===== config.mk =====
export PLATFORM = sky130hd
export DESIGN_NAME = dk_sfx_trigger_scheduler
export DESIGN_NICKNAME = d
export VERILOG_FILES = /design/src/rtl/dk_sfx_trigger_scheduler.sv
export SDC_FILE = /design/constraint.sdc
export NUM_CORES = 1
export LEC_CHECK = 0
export CAP_MARGIN = 10
export CELL_PAD_IN_SITES_DETAIL_PLACEMENT = 0
export CELL_PAD_IN_SITES_GLOBAL_PLACEMENT = 1
export CORE_MARGIN = 10
export CORE_UTILIZATION = 50
export CTS_CLUSTER_DIAMETER = 150
export DETAILED_ROUTE_END_ITERATION = 10
export PLACE_DENSITY = 0.85
export SLEW_MARGIN = 20
export SYNTH_ARGS = -nofsm -noshare
export SYNTH_HDL_FRONTEND = slang
export SYNTH_SLANG_ARGS = --single-unit

===== constraint.sdc =====
create_clock -name clk -period 5.8 [get_ports clk]
set_input_delay 1.74 -clock clk [delete_from_list [all_inputs] [get_ports clk]]
set_output_delay 1.74 -clock clk [all_outputs]
set_load 0.02 [all_outputs]

===== src/rtl/dk_sfx_trigger_scheduler.sv =====
`timescale 1ns/1ps
// ---------------------------------------------------------------------------
// dk_sfx_trigger_scheduler
//
// Turns CPU sound-latch writes into per-effect enables (e.g. walk_en) for the
// discrete sound datapaths. Each channel enforces a minimum on-time, so a
// short trigger still plays its full envelope. Each channel also enforces a
// minimum off-time, so the analog filters recover before the next trigger.
// Channel state machines advance only on audio_clk_en.
//
// Ports:
//   clk          system clock
//   I_RSTn       asynchronous active-low reset
//   audio_clk_en one-cycle sample-rate enable
//   cpu_wr       one-cycle latch write strobe
//   cpu_addr     channel select for cpu_wr (addresses >= NUM_CH are ignored)
//   cpu_data     requested level for the selected channel
//   mute         synchronous force of all channels to idle
//   sfx_en       registered enables to the effect datapaths
//   pending      retrigger queued during the off-guard
//   busy         high while any channel is not idle
// ---------------------------------------------------------------------------
module dk_sfx_trigger_scheduler #(
    parameter int  NUM_CH          = 4,
    parameter int  MIN_ON_SAMPLES  = 480,
    parameter int  MIN_OFF_SAMPLES = 96,
    parameter int  CNT_W           = 12,
    localparam int AW              = (NUM_CH > 1) ? $clog2(NUM_CH) : 1
) (
    input  logic              clk,
    input  logic              I_RSTn,
    input  logic              audio_clk_en,
    input  logic              cpu_wr,
    input  logic [AW-1:0]     cpu_addr,
    input  logic              cpu_data,
    input  logic              mute,
    output logic [NUM_CH-1:0] sfx_en,
    output logic [NUM_CH-1:0] pending,
    output logic              busy
);

    typedef enum logic [1:0] {
        ST_IDLE,
        ST_ON,
        ST_HOLD,
        ST_GUARD
    } state_e;

    localparam logic [CNT_W-1:0] ON_LOAD  = CNT_W'(MIN_ON_SAMPLES - 1);
    localparam logic [CNT_W-1:0] OFF_LOAD = CNT_W'(MIN_OFF_SAMPLES - 1);
    localparam logic [CNT_W-1:0] CNT_ONE  = CNT_W'(1);

    state_e            state_q [NUM_CH];
    state_e            state_d [NUM_CH];
    logic [CNT_W-1:0]  cnt_q   [NUM_CH];
    logic [CNT_W-1:0]  cnt_d   [NUM_CH];
    logic [NUM_CH-1:0] latch_q;
    logic [NUM_CH-1:0] latch_d;
    logic [NUM_CH-1:0] pending_q;
    logic [NUM_CH-1:0] pending_d;
    logic [NUM_CH-1:0] sfx_en_q;
    logic [NUM_CH-1:0] sfx_en_d;
    logic              busy_q;
    logic              busy_d;

    // The latch captures on any clk edge and keeps capturing while muted.
    always_comb begin
        latch_d = latch_q;
        if (cpu_wr && (int'(cpu_addr) < NUM_CH)) begin
            latch_d[cpu_addr] = cpu_data;
        end
    end

    // The FSMs look at latch_q, not latch_d. A write on the same edge as
    // audio_clk_en therefore takes effect at the following enable.
    always_comb begin
        sfx_en_d  = '0;
        pending_d = pending_q;
        busy_d    = 1'b0;
        for (int i = 0; i < NUM_CH; i++) begin
            state_d[i] = state_q[i];
            cnt_d[i]   = cnt_q[i];
            if (mute) begin
                state_d[i]   = ST_IDLE;
                cnt_d[i]     = '0;
                pending_d[i] = 1'b0;
            end else if (audio_clk_en) begin
                unique case (state_q[i])
                    ST_IDLE: begin
                        if (latch_q[i]) begin
                            state_d[i] = ST_ON;
                            cnt_d[i]   = ON_LOAD;
                        end
                    end
                    ST_ON: begin
                        // Latch toggles during ON are ignored until the minimum on-time expires.
                        if (cnt_q[i] != '0) begin
                            cnt_d[i] = cnt_q[i] - CNT_ONE;
                        end else if (latch_q[i]) begin
                            state_d[i] = ST_HOLD;
                        end else begin
                            state_d[i] = ST_GUARD;
                            cnt_d[i]   = OFF_LOAD;
                        end
                    end
                    ST_HOLD: begin
                        if (!latch_q[i]) begin
                            state_d[i] = ST_GUARD;
                            cnt_d[i]   = OFF_LOAD;
                        end
                    end
                    ST_GUARD: begin
                        // A request seen during the guard is remembered even if the
                        // latch drops again before the guard expires.
                        if (cnt_q[i] != '0) begin
                            cnt_d[i] = cnt_q[i] - CNT_ONE;
                            if (latch_q[i]) begin
                                pending_d[i] = 1'b1;
                            end
                        end else if (pending_q[i] || latch_q[i]) begin
                            state_d[i]   = ST_ON;
                            cnt_d[i]     = ON_LOAD;
                            pending_d[i] = 1'b0;
                        end else begin
                            state_d[i] = ST_IDLE;
                        end
                    end
                    default: begin
                        state_d[i] = ST_IDLE;
                    end
                endcase
            end
            // Outputs are decoded from next state so they register alongside it.
            sfx_en_d[i] = (state_d[i] == ST_ON) || (state_d[i] == ST_HOLD);
            busy_d      = busy_d | (state_d[i] != ST_IDLE);
        end
    end

    always_ff @(posedge clk or negedge I_RSTn) begin
        if (!I_RSTn) begin
            latch_q   <= '0;
            pending_q <= '0;
            sfx_en_q  <= '0;
            busy_q    <= 1'b0;
            for (int i = 0; i < NUM_CH; i++) begin
                state_q[i] <= ST_IDLE;
                cnt_q[i]   <= '0;
            end
        end else begin
            latch_q   <= latch_d;
            pending_q <= pending_d;
            sfx_en_q  <= sfx_en_d;
            busy_q    <= busy_d;
            for (int i = 0; i < NUM_CH; i++) begin
                state_q[i] <= state_d[i];
                cnt_q[i]   <= cnt_d[i];
            end
        end
    end

    assign sfx_en  = sfx_en_q;
    assign pending = pending_q;
    assign busy    = busy_q;

endmodule


==> impl_results.md <==
- Met1 usage: 25.64%
- Least-Margin Pin Slew: 0.8971 ns
- Top FF cell, synth: dfrtp_1
- DRT Pass-1 Iters: 6
- Final setup violation count: 0
- Cell count after placement: 705
- Area of the core: between 9000 and 10000 um2
- RSZ-0062 raised after global routing: no
- Total global routing overflow: 0
- Final slew viol count: 0
- DR vias: 4796
- Vias per Instance: 6.652
- Post-route minimum period: 4.140 ns
- First-pass GRT wire length: 22750 um
- Post-Synthesis Cells: between 500 and 600
- Maximum vdd drop: 0.1762 mV
- Die Span X: 120.7 um
- Area occupied by multi-input gates: 3059 um2
- Initial antenna violation count: 0
- Number of global-route vias before repair: roughly 4.5k
- Slowest cell delay on critical path: 0.71 ns
- Mapped Area: 5075 um2
- Die height: 120.7 um
- Met2 Usage GRT: a little under 30%
- Yosys cell types: 88
- Routability congestion estimate: 0.8788
- Ys Warns: 0
- Critical path capture point type: flip-flop
- Synth Net Count: 609
- DRT iter0 DRCs: 511
- Clk pwr share: 26.5%
- Clock Skew: 0.01579 ns
- Most used routing layer: met2
- FP Rows: 36
- Max cap viols: 0
- ANT nets after route: 0
- DP HPWL: 9016 um
- HP Class: flip-flop to flip-flop
- Final Hold Violating Endpoints: 0
- Pin count of the biggest net entering global routing: 70
- Post-synthesis async set-or-reset flop share: 100.0%
- Cell Int Power: 1021 uW
- Starting Density: 51.68%
- Share of power burned in combinational logic: 33.2%
- GR met3 Demand/Resource: between 2 and 2.5%
- Clock buffer count from CTS: 9
- Crit-path max FO: 13
- Leakage: 0.002101 uW
- Area growth, synth to finish: 7.224%
- Antenna cells: 0
- Post-Route WL: around 13000 um
- Die area: 14580 um2
- Tcrit/Tclk final: 71.38%
- TNS Setup: 0 ns
- Hold-fix buffers at CTS: 0
- Post_cts resized: 0
- CTS clock-pin slew for the worst setup and hold paths: 0.09 ns
- Delay-heaviest family, CP: buffers and inverters
- Reg2Reg Depth: 8
- Dominant cell type by count on the critical path: nor2b_1
- Avg Cell Area, Syn: roughly 8.6 um2
- Fillers: 973
- Register area: 1727 um2
- Port buffer count: 16
- Clk sinks: slightly below 70
- Startpoint Class: input port
- EDFF count, synth: 0
- Total Routing Usage GR: 18.63%
- Min-Delay Path Depth: 1
- Max Root-Sink Buffers: 2
- Fin cells: 721
- Skew-Pair Late Insertion Delay: 0.35 ns
- WP data arrival: 4.37 ns
- Setup Buffers After CTS: 0
- CP cell instances: clkdlybuf4s50_1 -> buf_4 -> nor2b_1 -> a22o_1 -> nor2b_1 -> a21oi_1 -> ha_1
- Worst Path Required: just over 6 ns
- WL/cell: ~19 um
- Seq pwr share: 40.4%
- CP Depth: 7
- CTS tree: built
- Slowest CP cell: clkdlybuf4s50_1
- Sw Ratio: 40.04%
- Power Dens Cells: 313.0 nW/um2
- Seq/Total Area, Yosys: 34.02%
- CP bufs+invs: 2
- CTS HTree Levels: 3
- Layout cells sized above 1: 9.864%
- Slew headroom: between 40% and 50%
- Root Buffer: clkbuf_8
- Status: completed
- Drt drc: 0
- Worst setup path category: input port to flip-flop
- #FFs+latches synth: 69
- P_sw: 681.9 uW
- Net count, final: ~600
- Max Fclk: 0.2415 GHz
- # IOs: 17
## cell families (layout without fill, tap and decap cells)
logic type | count (synthesis) | after routing | share of synthesized area [%]
multiplexers | 7 | 7 | 1.504
AO/OA/AOI/OAI | 216 | 216 | 29.09
XOR/XNOR | 7 | 7 | 1.208
AND/OR/NAND/NOR | 219 | 219 | 25.89
buffers and inverters | 63 | 60 | 5.818
flip-flops | 69 | 69 | 34.02
adder cells (fa/ha/maj) | 10 | 10 | 2.465
## state kept, by name, summed over array words and instances (netlist names)
register and count:
cnt_q 48, latch_q 4, pending 4, sfx_en 4, busy 1, state_q 8
## area by class of cell
type                            instances  area share (%)
Inverter                               26           1.794
Multi-Input combinational cell        459           56.22
Timing Repair Buffer                   18           3.081
Sequential cell                        69           31.73
Clock inverter                          7           1.840
Tap cell                              133           3.058
Clock buffer                            9           2.276
## power by group through the flow
stage / logic (uW) / clock network [uW] / registers [uW]
floorplan: 476 / 0 / 630
detailed placement: 553 / 0 / 693
global route: 633 / 481 / 702
finish: 565 / 451 / 687
CTS: 561 / 458 / 685
global placement: 548 / 0 / 691
## layer usage
layer	wire, um	vias up
met5	0	-
met4	222	0
met3	865	21
met2	6219	185
met1	6112	2355
li1	-	2235
## final timing paths
check,startpoint,to,slack [ns]
hold / removal,cnt_q[47]$_DFFE_PN0P_,cnt_q[47]$_DFFE_PN0P_,0.55
min in group asynchronous,I_RSTn,cnt_q[32]$_DFFE_PN0P_,1.50
setup / recovery,audio_clk_en,sfx_en[1]$_DFF_PN0_,1.66
hold reg to reg,cnt_q[47]$_DFFE_PN0P_,cnt_q[47]$_DFFE_PN0P_,0.55
max in group asynchronous,I_RSTn,cnt_q[1]$_DFFE_PN0P_,3.70
setup reg to reg,cnt_q[36]$_DFFE_PN0P_,sfx_en[0]$_DFF_PN0_,3.17
## Yosys cell counts, types with 11 or more instances
master     n  area share (%)
o21ai_0   39             3.8
nor3_1    11             1.1
nand4_1   11             1.4
inv_1     26             1.9
a21oi_1   50             4.9
nor2b_1   11             1.4
nand3_1   13             1.3
a211oi_1  12             1.8
nor2_1    50             3.7
dfrtp_1   69              34
clkbuf_1  21             1.6
a31oi_1   14             1.7
nand2_1   45             3.3
## stage by stage
step	util [%]	setup WS, ns	total power [uW]	cell area (um2)	hold WS [ns]
after floorplan	-	2.680	1106	5075	0.4857
after global placement	53.07	1.462	1239	5211	0.5230
after detailed placement	53.07	1.317	1247	5211	0.5336
after CTS	55.35	1.673	1704	5435	0.5486
after global routing	55.42	1.540	1816	5441	0.5799
final	55.42	1.660	1703	5441	0.5468
## worst reg2reg max path, cell delays in order (launching register included)
cell and delay (ns):
dfrtp_1 0.41, inv_1 0.14, ha_1 0.19, nor4b_4 0.36, and4_1 0.52, nand3_1 0.15, xnor2_1 0.18, or2_2 0.29
ha_1 0.28
## placed cells by master (no fill, tap or decap), types with 4 or more instances in the layout
master | Yosys | routed
clkbuf_8 | 2 | 9
nor3_1 | 11 | 11
o21a_1 | 5 | 5
a21o_1 | 6 | 6
o21ai_1 | 8 | 8
nand4_1 | 11 | 11
ha_1 | 10 | 10
o211ai_1 | 4 | 4
nand3_1 | 13 | 13
dfrtp_1 | 69 | 69
nand2_1 | 45 | 45
nor2b_1 | 11 | 11
o41ai_1 | 5 | 5
a41oi_1 | 5 | 5
o21ai_0 | 39 | 39
a21oi_1 | 50 | 50
clkdlybuf4s50_1 | 0 | 14
and3_1 | 8 | 8
nor4_1 | 7 | 7
a211oi_1 | 12 | 12
and2_1 | 6 | 6
nor3b_1 | 4 | 4
mux2_2 | 5 | 5
xnor2_1 | 5 | 5
a31oi_1 | 14 | 13
nor2_1 | 50 | 50
or4_1 | 5 | 5
a311oi_1 | 4 | 4
or3_1 | 8 | 8
a21boi_0 | 4 | 4
o31ai_1 | 10 | 10
a32o_1 | 4 | 4
inv_1 | 26 | 26
or2_2 | 4 | 4
Power figures use the tool's default switching activity.
